`config.mk`:
```
export PLATFORM = sky130hd
export DESIGN_NAME = matvec_out_requant
export DESIGN_NICKNAME = d
export VERILOG_FILES = /design/src/rtl/matvec_pkg.sv /design/src/rtl/matvec_sat_round.sv /design/src/rtl/matvec_out_requant.sv
export SDC_FILE = /design/constraint.sdc
export NUM_CORES = 1
export LEC_CHECK = 0
export ABC_AREA = 1
export CAP_MARGIN = 0
export CORE_MARGIN = 2
export CORE_UTILIZATION = 25
export DETAILED_ROUTE_END_ITERATION = 10
export MAX_ROUTING_LAYER = met4
export SYNTH_ARGS = -nofsm -noshare
export SYNTH_HDL_FRONTEND = slang
export SYNTH_SLANG_ARGS = --single-unit
```
`constraint.sdc`:
```
create_clock -name clk -period 3.13 [get_ports clk]
set_input_delay 0.626 -clock clk [delete_from_list [all_inputs] [get_ports clk]]
set_output_delay 0.626 -clock clk [all_outputs]
set_load 0.02 [all_outputs]
```
`src/rtl/matvec_pkg.sv`:
```
// Shared types and helpers for the matvec output requantization stage.
// Optional build macro: MATVEC_REQUANT_RELU_EN (see matvec_sat_round.sv).
package matvec_pkg;

    localparam int IN_W  = 28;
    localparam int OUT_W = 14;

    typedef logic signed [IN_W-1:0]  result_t;
    typedef logic signed [OUT_W-1:0] qdata_t;

    typedef struct packed {
        qdata_t data;
        logic   last;
        logic   sat;
    } qentry_t;

    // Saturating 16-bit increment: sticks at all-ones instead of wrapping.
    function automatic logic [15:0] sat_inc16(input logic [15:0] v);
        logic [15:0] r;
        if (v == 16'hFFFF) begin
            r = v;
        end else begin
            r = v + 16'd1;
        end
        return r;
    endfunction

endpackage

```
`src/rtl/matvec_sat_round.sv`:
```
// Combinational rescale: round-half-up arithmetic right shift followed by a
// signed clamp to OUT_W bits.
// With MATVEC_REQUANT_RELU_EN defined, negative rounded values become 0 before
// the clamp and never raise the saturation flag.
module matvec_sat_round
    import matvec_pkg::*;
#(
    parameter int SHIFT = 8
) (
    input  logic signed [IN_W-1:0]  x_i,
    output logic signed [OUT_W-1:0] data_o,
    output logic                    sat_o
);

    // One extra bit so the rounding add can never overflow.
    localparam int EXT_W = IN_W + 1;
    localparam int RND_POS = (SHIFT > 0) ? (SHIFT - 1) : 0;
    localparam logic signed [EXT_W-1:0] RND =
        (SHIFT > 0) ? (EXT_W'(1) << RND_POS) : EXT_W'(0);
    localparam logic signed [EXT_W-1:0] QMAX = EXT_W'((1 <<< (OUT_W - 1)) - 1);
    localparam logic signed [EXT_W-1:0] QMIN = EXT_W'(-(1 <<< (OUT_W - 1)));

    logic signed [EXT_W-1:0] sum_s;
    logic signed [EXT_W-1:0] shr_s;
    logic signed [EXT_W-1:0] relu_s;
    logic signed [EXT_W-1:0] clamp_s;

    // Round, shift, optional ReLU, then clamp and flag any clamp that changed the value.
    always_comb begin
        sum_s   = $signed({x_i[IN_W-1], x_i}) + RND;
        shr_s   = sum_s >>> SHIFT;
`ifdef MATVEC_REQUANT_RELU_EN
        if (shr_s[EXT_W-1]) begin
            relu_s = '0;
        end else begin
            relu_s = shr_s;
        end
`else
        relu_s = shr_s;
`endif
        sat_o   = 1'b0;
        clamp_s = relu_s;
        if (relu_s > QMAX) begin
            clamp_s = QMAX;
            sat_o   = 1'b1;
        end else if (relu_s < QMIN) begin
            clamp_s = QMIN;
            sat_o   = 1'b1;
        end else begin
            clamp_s = relu_s;
            sat_o   = 1'b0;
        end
        data_o = clamp_s[OUT_W-1:0];
    end

endmodule

```
`src/rtl/matvec_out_requant.sv`:
```
// Output stage behind matvec3_part1: requantizes each 28-bit result to 14 bits,
// buffers it in a DEPTH-entry circular FIFO, tags the last element of each
// K-element vector and counts saturated samples.
// Optional build macro: MATVEC_REQUANT_RELU_EN (ReLU before the clamp).
module matvec_out_requant
    import matvec_pkg::*;
#(
    parameter int K     = 3,
    parameter int SHIFT = 8,
    parameter int DEPTH = 4
) (
    input  logic                    clk,
    input  logic                    reset,
    input  logic                    input_valid,
    output logic                    input_ready,
    input  logic signed [IN_W-1:0]  input_data,
    output logic                    output_valid,
    input  logic                    output_ready,
    output logic signed [OUT_W-1:0] output_data,
    output logic                    output_last,
    output logic                    output_sat,
    output logic [15:0]             sat_count
);

    localparam int PTR_W  = $clog2(DEPTH);
    localparam int CNT_W  = $clog2(DEPTH + 1);
    localparam int ELEM_W = (K > 1) ? $clog2(K) : 1;

    qentry_t            mem_q [DEPTH];
    logic [PTR_W-1:0]   wr_ptr_q, wr_ptr_d;
    logic [PTR_W-1:0]   rd_ptr_q, rd_ptr_d;
    logic [CNT_W-1:0]   count_q, count_d;
    logic [ELEM_W-1:0]  elem_q, elem_d;
    logic [15:0]        sat_count_q, sat_count_d;

    qdata_t             rq_data_s;
    logic               rq_sat_s;
    qentry_t            entry_s;
    qentry_t            head_s;
    logic               push_s;
    logic               pop_s;

    matvec_sat_round #(
        .SHIFT (SHIFT)
    ) u_sat_round (
        .x_i    (input_data),
        .data_o (rq_data_s),
        .sat_o  (rq_sat_s)
    );

    // Handshake and head-of-FIFO output view; everything here comes from registers or reset.
    always_comb begin
        input_ready  = !reset && (count_q != CNT_W'(DEPTH));
        output_valid = (count_q != CNT_W'(0));
        push_s       = input_valid && input_ready;
        pop_s        = output_valid && output_ready;
        entry_s.data = rq_data_s;
        entry_s.sat  = rq_sat_s;
        entry_s.last = (elem_q == ELEM_W'(K - 1));
        head_s       = mem_q[rd_ptr_q];
        output_data  = head_s.data;
        output_last  = head_s.last;
        output_sat   = head_s.sat;
        sat_count    = sat_count_q;
    end

    // Next-state for pointers, occupancy, element index and saturation counter.
    always_comb begin
        wr_ptr_d    = wr_ptr_q;
        rd_ptr_d    = rd_ptr_q;
        count_d     = count_q;
        elem_d      = elem_q;
        sat_count_d = sat_count_q;

        if (push_s) begin
            wr_ptr_d = (wr_ptr_q == PTR_W'(DEPTH - 1)) ? PTR_W'(0) : wr_ptr_q + PTR_W'(1);
            elem_d   = (elem_q == ELEM_W'(K - 1)) ? ELEM_W'(0) : elem_q + ELEM_W'(1);
            if (rq_sat_s) begin
                sat_count_d = sat_inc16(sat_count_q);
            end else begin
                sat_count_d = sat_count_q;
            end
        end else begin
            wr_ptr_d = wr_ptr_q;
            elem_d   = elem_q;
        end

        if (pop_s) begin
            rd_ptr_d = (rd_ptr_q == PTR_W'(DEPTH - 1)) ? PTR_W'(0) : rd_ptr_q + PTR_W'(1);
        end else begin
            rd_ptr_d = rd_ptr_q;
        end

        // A simultaneous push and pop leaves occupancy unchanged.
        case ({push_s, pop_s})
            2'b10:   count_d = count_q + CNT_W'(1);
            2'b01:   count_d = count_q - CNT_W'(1);
            default: count_d = count_q;
        endcase
    end

    // Control state registers; reset discards any buffered partial vector.
    always_ff @(posedge clk or posedge reset) begin
        if (reset) begin
            wr_ptr_q    <= '0;
            rd_ptr_q    <= '0;
            count_q     <= '0;
            elem_q      <= '0;
            sat_count_q <= '0;
        end else begin
            wr_ptr_q    <= wr_ptr_d;
            rd_ptr_q    <= rd_ptr_d;
            count_q     <= count_d;
            elem_q      <= elem_d;
            sat_count_q <= sat_count_d;
        end
    end

    // FIFO storage; cleared on reset so the idle head reads as all zeros.
    always_ff @(posedge clk or posedge reset) begin
        if (reset) begin
            for (int i = 0; i < DEPTH; i++) begin
                mem_q[i] <= '0;
            end
        end else if (push_s) begin
            mem_q[wr_ptr_q] <= entry_s;
        end
    end

endmodule

```
==> flow_summary.ini, run 1 <==
[status]
status = completed

[yosys]
synth_flop_cell = dfrtp_1
async_reset_ff_frac = 1.00
avgSynthCellArea_um2 = 7.23
synth_top_family_by_area = simple AND/OR/NAND/NOR gates
synth-seq-cells = 89
synthTopCellsByArea = dfrtp_1 (44%), nand2_1 (22%), nor2_1 (5.1%)
synth_fp_nets = 739
synth_compound_area_frac = 0.0731
synth.distinct_cells = 32
synth-warning-count = 0
synth_mux_area_frac = 0
synth_xor_area_frac = 0.0486
synth_fa_ha_area_frac = 0.0238
synth-edff-count = 0
synth.most_common_cell = nand2_1
yosys.area.top_type = dfrtp_1
synth_seq_area_share = 0.441
syn_area_um2 = 5050
ys_top_cells_by_count = nand2_1 (293), dfrtp_1 (89), nor2_1 (69), o21ai_0 (45), inv_1 (44)
yosys.area.top_type_share = 0.441
synth_cells = 698
synth-simple-area-share = 0.354

[placement]
place_area_um2 = 5990
io_buffers = 58
gp_congestion = 0.859
dpl.hpwl_mm = 9.38

[worst_setup_path]
reg2reg_slack_ps = 1120
crit_type = flop to primary output
critPathArrivalTime_ps = 2300
cp-start-kind = flop
worstPathMaxFanout = 17
worstPathRequired_ps = 2500
regToRegEndpoint = count_q[2]
rr_worst_depth = 9
r2r_start = count_q[0]
cp-end-kind = primary output

[clock_network]
cts_tree = yes
cts_buffers = 9
cts-resized-gates = 0
htreeDepth = 3
post_cts_buffers = 0
path_clk_slew_ps = 70
holdBufCountCts = 0
root_buffer = clkbuf_16
clk_latency_ps = 360
cts.path.max_buffers = 2
clock-sinks = 89

[worst_hold_path]
min_path_cells = 2
hp-class = flop to flop
worstHoldStart = mem_q[23]
hold_end = mem_q[23]

[final_layout]
num_antenna_cells = 0
fin_util = 0.321
final_nets = 802
final_area_um2 = 6310
num-fill-cells = 2193
area_delta_synth_final_pct = 25.0
layout-drive-gt1-share = 0.0770

[floorplanning]
row_count = 51
die_x_um = 146
core_area_um2 = 19700
ios = 66
die_y_um = 146
floorplan.initialDensity = 0.257
die_area_um2 = 21400

[timing]
timing.hold.ws_ps = 476
fin_crit_sh = 0.934
skew_ps = 13.5
setup_violations = 0
fmax_mhz = 342
grt_setup_unrepaired = no
finalHoldViolCount = 0
tns_ps = 0
slew_headroom = 0.582
slew_violations = 0
max_slew.worst_pin.slew_ps = 626
layout_min_cycle_time_ps = 2920

[pwr]
p_int_mw = 3.21
share_seq_of_total_power = 0.351
p_comb_frac = 0.430
clkPwrFrac = 0.219
switching_share = 0.399
ir_drop_v = 0.000314
switchingPower_mw = 2.13
power_density_nw_per_um2 = 847
p_leak_nw = 3.07

[routing]
dr_total_vias = 4543
antenna_left = 0
via_per_inst = 4.41
drcViolationCount = 0
wl_mm = 13.7
first_pass_iters = 4
wl_per_cell_um = 13.3
drt_iter0_markers = 244

[global_route]
overflow = 0
grtUsageMet2 = 0.214
antenna_found_initial = 0
grt_pass1_vias = 4432
grt_use_total = 0.138
use_met3 = 0.0294
met1_usage = 0.184
busiest_layer = met2
grt_pass1_wl_mm = 23.1
grt_max_degree = 44

[job]
cap_violations = 0
## critical path, cell delays in order (launching register included)
cell	delay, ps
dfrtp_1	380
inv_1	420
o21ai_0	180
o22ai_1	280
clkdlybuf4s50_1	670
## cells by family (layout without fill, tap and decap cells)
kind of cell               Yosys count  in the layout
DFF                                 89             89
AOI/OAI and AO/OA                   67             67
buffers and inverters               71            139
and+or+nand+nor                    434            434
xor gates and xnor gates            28             28
adders and majority gates            9              9
## state kept, by name, summed over array words and instances, names as in the netlist
| name | flops |
|---|---|
| mem_q | 64 |
| sat_count | 16 |
| count_q | 3 |
| elem_q | 2 |
| rd_ptr_q | 2 |
| wr_ptr_q | 2 |
## power groups by stage
| stage | clock [mW] | sequential (mW) | combinational (mW) |
|---|---|---|---|
| 6_report | 1.17 | 1.88 | 2.30 |
| 5_1_grt | 1.25 | 1.94 | 2.56 |
| 4_1_cts | 1.20 | 1.88 | 2.33 |
| 3_5_place_dp | 0 | 1.89 | 2.32 |
| 3_3_place_gp | 0 | 1.88 | 2.30 |
| 2_1_floorplan | 0 | 1.87 | 1.41 |
## worst max path at each step
| stage | start | to | slack [ps] | depth (start not counted) |
|---|---|---|---|---|
| after floorplan | reset | count_q[0] | 200 | 1 |
| final | rd_ptr_q[1] | output_data[0] | 210 | 4 |
| after global routing | rd_ptr_q[1] | output_data[13] | 60 | 4 |
| after global placement | input_data[7] | mem_q[28] | 70 | 17 |
| after CTS | rd_ptr_q[1] | output_data[13] | 180 | 4 |
| after detailed placement | input_data[7] | mem_q[28] | 40 | 17 |
## metrics by stage
step / std cells / setup WS (ps) / total power, mW
final: 1031 / 207 / 5.35
after global routing: 1031 / 60.0 / 5.75
after CTS: 1031 / 184 / 5.41
after detailed placement: 1015 / 39.9 / 4.22
after global placement: 1015 / 66.4 / 4.18
after floorplan: 698 / 197 / 3.28
## layout make-up
cell class                 instances  area (um^2)  share of cell area
clock inverter                     6         82.6              0.0131
clock buffer                      10          239              0.0379
timing repair buffer              76          728               0.115
sequential                        89         2230               0.353
tap                              265          332              0.0525
inverter                          47          178              0.0282
multi-input combinational        538         2520               0.400
## placed cells by master (no fill, tap or decap), types with 3 or more instances in the layout
cell type,n
dfrtp_1,89
buf_4,17
o22ai_1,16
nand3_1,37
o21ai_0,45
nand2_1,293
xor2_1,19
nand2_2,11
inv_1,43
nand4_1,7
clkbuf_16,9
nor2_2,3
nor2_4,3
ha_1,8
inv_2,3
xnor2_1,9
clkdlybuf4s50_1,58
nor3_1,6
nor2_1,69
## per-layer routing
metal | part of all wire | vias to the layer above
li1 | - | 2326
met1 | 0.47 | 2120
met2 | 0.46 | 87
met3 | 0.052 | 10
met4 | 0.011 | 0
met5 | 0 | -
Power figures use the tool's default switching activity.
==> run 2: changes to the inputs <==
--- a/config.mk
+++ b/config.mk
@@ -9,8 +9,11 @@
 export CAP_MARGIN = 0
 export CORE_MARGIN = 2
 export CORE_UTILIZATION = 25
+export CTS_CLUSTER_DIAMETER = 200
 export DETAILED_ROUTE_END_ITERATION = 10
 export MAX_ROUTING_LAYER = met4
+export SKIP_CTS_REPAIR_TIMING = 1
 export SYNTH_ARGS = -nofsm -noshare
 export SYNTH_HDL_FRONTEND = slang
+export SYNTH_HIERARCHICAL = 1
 export SYNTH_SLANG_ARGS = --single-unit
==> run 2 against run 1 <==
Area after synthesis grew 3.2%. Critical path depth is the same. Combinational power grew 8%. Core utilization shrank 0.73 points. Global-route usage shrank 0.75 points. Clock skew shrank 4.8 ps. Synthesized cell count grew 2.6%. Maximum frequency shrank 1.8%. Highest routed layer unchanged.
==> flow_summary.ini, run 2 <==
[worst_setup_path]
regToRegEndpoint = count_q[2]
cp-start-kind = flop
reg2reg_slack_ps = 1050
rr_worst_depth = 9
cp-end-kind = primary output
worstPathMaxFanout = 43
worstPathRequired_ps = 2500
crit_type = flop to primary output
r2r_start = count_q[2]
critPathArrivalTime_ps = 2350

[clock_network]
clk_latency_ps = 350
cts.path.max_buffers = 2
htreeDepth = 3
root_buffer = clkbuf_16
path_clk_slew_ps = 60
cts_buffers = 9
clock-sinks = 89
cts_tree = yes

[final_layout]
num-fill-cells = 2218
top_register = mem_q
final_nets = 814
num_antenna_cells = 0
area_delta_synth_final_pct = 22.6
final_cell_mix = nand2_1 (266), dfrtp_1 (88), o21ai_1 (75), clkdlybuf4s50_1 (58), nor2_1 (55)
largest_register_ffs = 64
fin_util = 0.314
layout-drive-gt1-share = 0.0772
multi_input_comb_area_um2 = 2640
layout_commonest_cell = nand2_1
seqCellArea_um2 = 2230

[timing]
fmax_mhz = 336
fin_ws_ps = 152
max_slew.worst_pin.slew_ps = 997
setup_violations = 0
layout_min_cycle_time_ps = 2980
finalHoldViolCount = 0
grt_setup_unrepaired = no
skew_ps = 8.72
fin_crit_sh = 0.951
tns_ps = 0
slew_violations = 0
slew_headroom = 0.336

[floorplanning]
die_x_um = 148
floorplan.initialDensity = 0.256
core_area_um2 = 20400
die_y_um = 148
ios = 66
row_count = 52
die_area_um2 = 22000

[pwr]
clkPwrFrac = 0.188
share_seq_of_total_power = 0.348
switchingPower_mw = 2.24
ir_drop_v = 0.000340
power_density_nw_per_um2 = 841
p_total_mw = 5.37
p_int_mw = 3.13
p_leak_nw = 2.90
p_comb_frac = 0.463
switching_share = 0.417

[routing]
drt_iter0_markers = 269
dr_total_vias = 4649
antenna_left = 0
wl_met1_mm = 6.09
wl_met3_um = 578
drcViolationCount = 0
top_layer_used = met4
via_per_inst = 4.44
first_pass_iters = 4
wl_mm = 13.4
wl_per_cell_um = 12.8
wl_met2_mm = 6.42

[placement]
dpl.hpwl_mm = 8.95
gp_congestion = 0.868
io_buffers = 58
place_ws_ps = 100

[global_route]
grt_pass1_wl_mm = 22.3
overflow = 0
grt_pass1_vias = 4459
grt_max_degree = 77
grt_use_total = 0.131
antenna_found_initial = 0

[yosys]
avgSynthCellArea_um2 = 7.28
async_reset_ff_frac = 1.00
synth.most_common_cell = nand2_1
synth_fp_nets = 757
synth.distinct_cells = 33
synth_flop_cell = dfrtp_1
synth_cells = 716
synth-seq-cells = 89
yosys.area.top_type_share = 0.427
synth-warning-count = 6
syn_area_um2 = 5210
yosys.area.top_type = dfrtp_1
synth_seq_area_share = 0.427
synth-edff-count = 0
synthTopCellsByArea = dfrtp_1 (43%), nand2_1 (19%), o21ai_1 (7.2%)
ys_top_cells_by_count = nand2_1 (266), dfrtp_1 (89), o21ai_1 (75), nor2_1 (55)

[worst_hold_path]
hp-class = flop to flop
worstHoldStart = mem_q[4]
hold_end = mem_q[4]
min_path_cells = 2

[job]
cap_violations = 0

[status]
status = completed
[run 2: cell types whose count changed in the layout (fill, tap and decap cells not counted), moves of 4 or more]
cell     delta
nand3_1    -22
o22ai_1    -11
inv_1       +4
xor2_1      -9
nand2_2     -7
a21oi_1    +11
nor2_1     -14
buf_4       -4
nor3_1      -4
o21ai_1    +74
nand2_1    -27
nor2_4      +7
[run 2: power groups by stage]
| stage | clock (mW) | combinational [mW] | sequential [mW] |
|---|---|---|---|
| 2_1_floorplan | 0 | 1.54 | 1.85 |
| 4_1_cts | 1.04 | 2.51 | 1.87 |
| 5_1_grt | 1.09 | 2.76 | 1.92 |
| 3_5_place_dp | 0 | 2.50 | 1.89 |
| 6_report | 1.01 | 2.49 | 1.87 |
| 3_3_place_gp | 0 | 2.46 | 1.87 |
[run 2: area by class of cell]
class                           instances  area share
Clock buffer                           11      0.0380
Clock inverter                          4     0.00470
Inverter                               54      0.0327
Multi-Input combinational cell        547       0.414
Sequential cell                        89       0.349
Tap cell                              270      0.0529
Timing Repair Buffer                   72       0.109
[run 2: kinds of logic (layout without fill, tap and decap cells)]
family | Yosys count | in the layout | synth area share
XOR/XNOR | 21 | 21 | 0.0353
flip-flops | 89 | 89 | 0.427
AO/OA/AOI/OAI | 141 | 141 | 0.139
buffers and inverters | 80 | 141 | 0.0658
adder cells (fa/ha/maj) | 9 | 9 | 0.0230
AND/OR/NAND/NOR | 376 | 376 | 0.310
[run 2: how the worst max path moves through the flow]
stage | startpoint | to | slack (ps) | cells after the start
global route | rd_ptr_q[0] | output_data[7] | 30 | 4
CTS | rd_ptr_q[1] | output_data[7] | -40 | 6
finish | rd_ptr_q[0] | output_data[7] | 150 | 4
floorplan | reset | count_q[1] | 310 | 8
detailed placement | input_data[8] | sat_count[12] | 100 | 17
global placement | input_data[8] | sat_count[11] | 130 | 17
[run 2: per-layer routing]
| metal | up-vias | GRT usage |
|---|---|---|
| li1 | 2410 | - |
| met1 | 2113 | 0.163 |
| met2 | 106 | 0.216 |
| met3 | 20 | 0.0206 |
| met4 | 0 | 0.0490 |
| met5 | - | - |
[run 2: stage by stage]
| step | hold WS [ps] | area (um^2) | instances |
|---|---|---|---|
| 2_1_floorplan | 442 | 5220 | 716 |
| 3_3_place_gp | 456 | 6100 | 1030 |
| 3_5_place_dp | 463 | 6100 | 1030 |
| 4_1_cts | 477 | 6370 | 1045 |
| 5_1_grt | 496 | 6390 | 1047 |
| 6_report | 473 | 6390 | 1047 |
[run 2: critical path: stages (launching register included)]
cell,delay [ps]
dfrtp_1,380
inv_2,490
o21ai_0,160
o21ai_1,290
clkdlybuf4s50_1,670
==> run 3: changes to the inputs <==
--- a/config.mk
+++ b/config.mk
@@ -7,7 +7,7 @@
 export LEC_CHECK = 0
 export ABC_AREA = 1
 export CAP_MARGIN = 0
-export CORE_MARGIN = 2
+export CORE_MARGIN = 5
 export CORE_UTILIZATION = 25
 export CTS_CLUSTER_DIAMETER = 200
 export DETAILED_ROUTE_END_ITERATION = 10
==> run 3 against run 2 <==
Wire length rose by 0.42%. Sequential cell count did not move. Core utilization rose by 0.37 points. Cell count is 0.19% lower. Clock power is 27% higher. Largest cell class unchanged.
==> flow_summary.ini, run 3 (synthesis gave the netlist of run 2 again) <==
[timing]
max_slew.worst_pin.slew_ps = 799
slew_headroom = 0.467
tns_ps = 0
skew_ps = 6.10
layout_min_cycle_time_ps = 3040
fmax_mhz = 329
setup_violations = 0
fin_crit_sh = 0.970
slew_violations = 0
grt_setup_unrepaired = no
finalHoldViolCount = 0

[routing]
drt_iter0_markers = 266
via_per_inst = 4.46
wl_mm = 13.4
dr_total_vias = 4657
drcViolationCount = 0
wl_per_cell_um = 12.8
antenna_left = 0
first_pass_iters = 4

[global_route]
grt_use_total = 0.117
antenna_found_initial = 0
grt_pass1_vias = 4400
grt_pass1_wl_mm = 22.3
overflow = 0
grt_max_degree = 57

[pwr]
p_leak_nw = 2.95
power_density_nw_per_um2 = 872
p_total_mw = 5.64
ir_drop_v = 0.000408

[worst_setup_path]
critPathArrivalTime_ps = 2410
cp-start-kind = flop
crit_type = flop to primary output
worstPathRequired_ps = 2500
reg2reg_slack_ps = 1090
worstPathMaxFanout = 22
cp-end-kind = primary output

[final_layout]
num-fill-cells = 2202
final_cell_mix = nand2_1 (266), dfrtp_1 (89), o21ai_1 (75), clkdlybuf4s50_1 (58), nor2_1 (55)
fin_util = 0.318
fin_cells = 1045
area_delta_synth_final_pct = 24.0
largest_register_ffs = 64
final_area_um2 = 6470
layout_commonest_cell = nand2_1
final_nets = 811
num_antenna_cells = 0
top_register = mem_q
layout-drive-gt1-share = 0.0735
seqCellArea_um2 = 2230
multi_input_comb_area_um2 = 2640

[clock_network]
cts.path.max_buffers = 2
cts_tree = yes
clk_latency_ps = 350
cts_buffers = 9
htreeDepth = 3
path_clk_slew_ps = 70
clock-sinks = 89
root_buffer = clkbuf_16

[placement]
place_area_um2 = 6110
dpl.hpwl_mm = 9.14
dp.cells = 1029
gp_congestion = 0.845
io_buffers = 58

[floorplanning]
die_y_um = 154
die_area_um2 = 23800
core_area_um2 = 20400
floorplan.initialDensity = 0.256
row_count = 52
ios = 66
die_x_um = 154

[worst_hold_path]
hp-class = flop to flop

[job]
cap_violations = 0

[status]
status = completed
run 3: changes by cell type in the layout (fill, tap and decap cells not counted):
cell and change:
buf_4 -5, inv_6 +2, dfrtp_1 +1, buf_12 +2, clkinv_1 +1, dfrtp_2 -1, bufinv_16 +3, clkinv_4 -2
clkinvlp_4 -2, clkbuf_1 -1
run 3: area by class of cell:
cell class / instances / area share
repair buffers: 69 / 0.108
inverters: 54 / 0.0317
well taps: 270 / 0.0522
flip-flops and latches: 89 / 0.344
clock buffers: 10 / 0.0370
multi-input cells: 547 / 0.409
clock inverters: 6 / 0.0174
run 3: per-stage QoR:
step,hold WS (ps),setup WS [ps]
detailed placement,464,31.4
floorplan,442,314
finish,475,94.7
CTS,478,70.0
global route,499,0.586
global placement,457,88.1
run 3: where the power goes:
group / total [mW] / switching [mW] / internal (mW) / leakage, nW
Clock: 1.28 / 0.478 / 0.807 / 0.173
Combinational: 2.49 / 1.54 / 0.954 / 1.65
Sequential: 1.86 / 0.241 / 1.62 / 1.12
Total: 5.64 / 2.26 / 3.38 / 2.95
run 3: worst max-delay path, stage by stage, from the launching register on:
cell	delay, ps
dfrtp_1	480
clkinv_1	290
buf_12	240
a21oi_1	100
o21ai_0	90
o21ai_1	170
clkdlybuf4s50_1	670
run 3: layer usage:
layer,wire length [um],vias up,track usage
li1,-,2411,-
met1,6450,2149,0.152
met2,6230,83,0.187
met3,561,14,0.0260
met4,178,0,0.0290
met5,0,-,-
run 3: final timing paths:
path / from / end / depth (start not counted)
worst max-delay path: rd_ptr_q[1] / output_data[7] / 6
worst min-delay path: mem_q[29] / mem_q[29] / 2
worst max register to register: count_q[2] / count_q[2] / 9
worst min register to register: mem_q[29] / mem_q[29] / 2
max in group asynchronous: reset / mem_q[5] / 4
min in group asynchronous: reset / sat_count[14] / 3
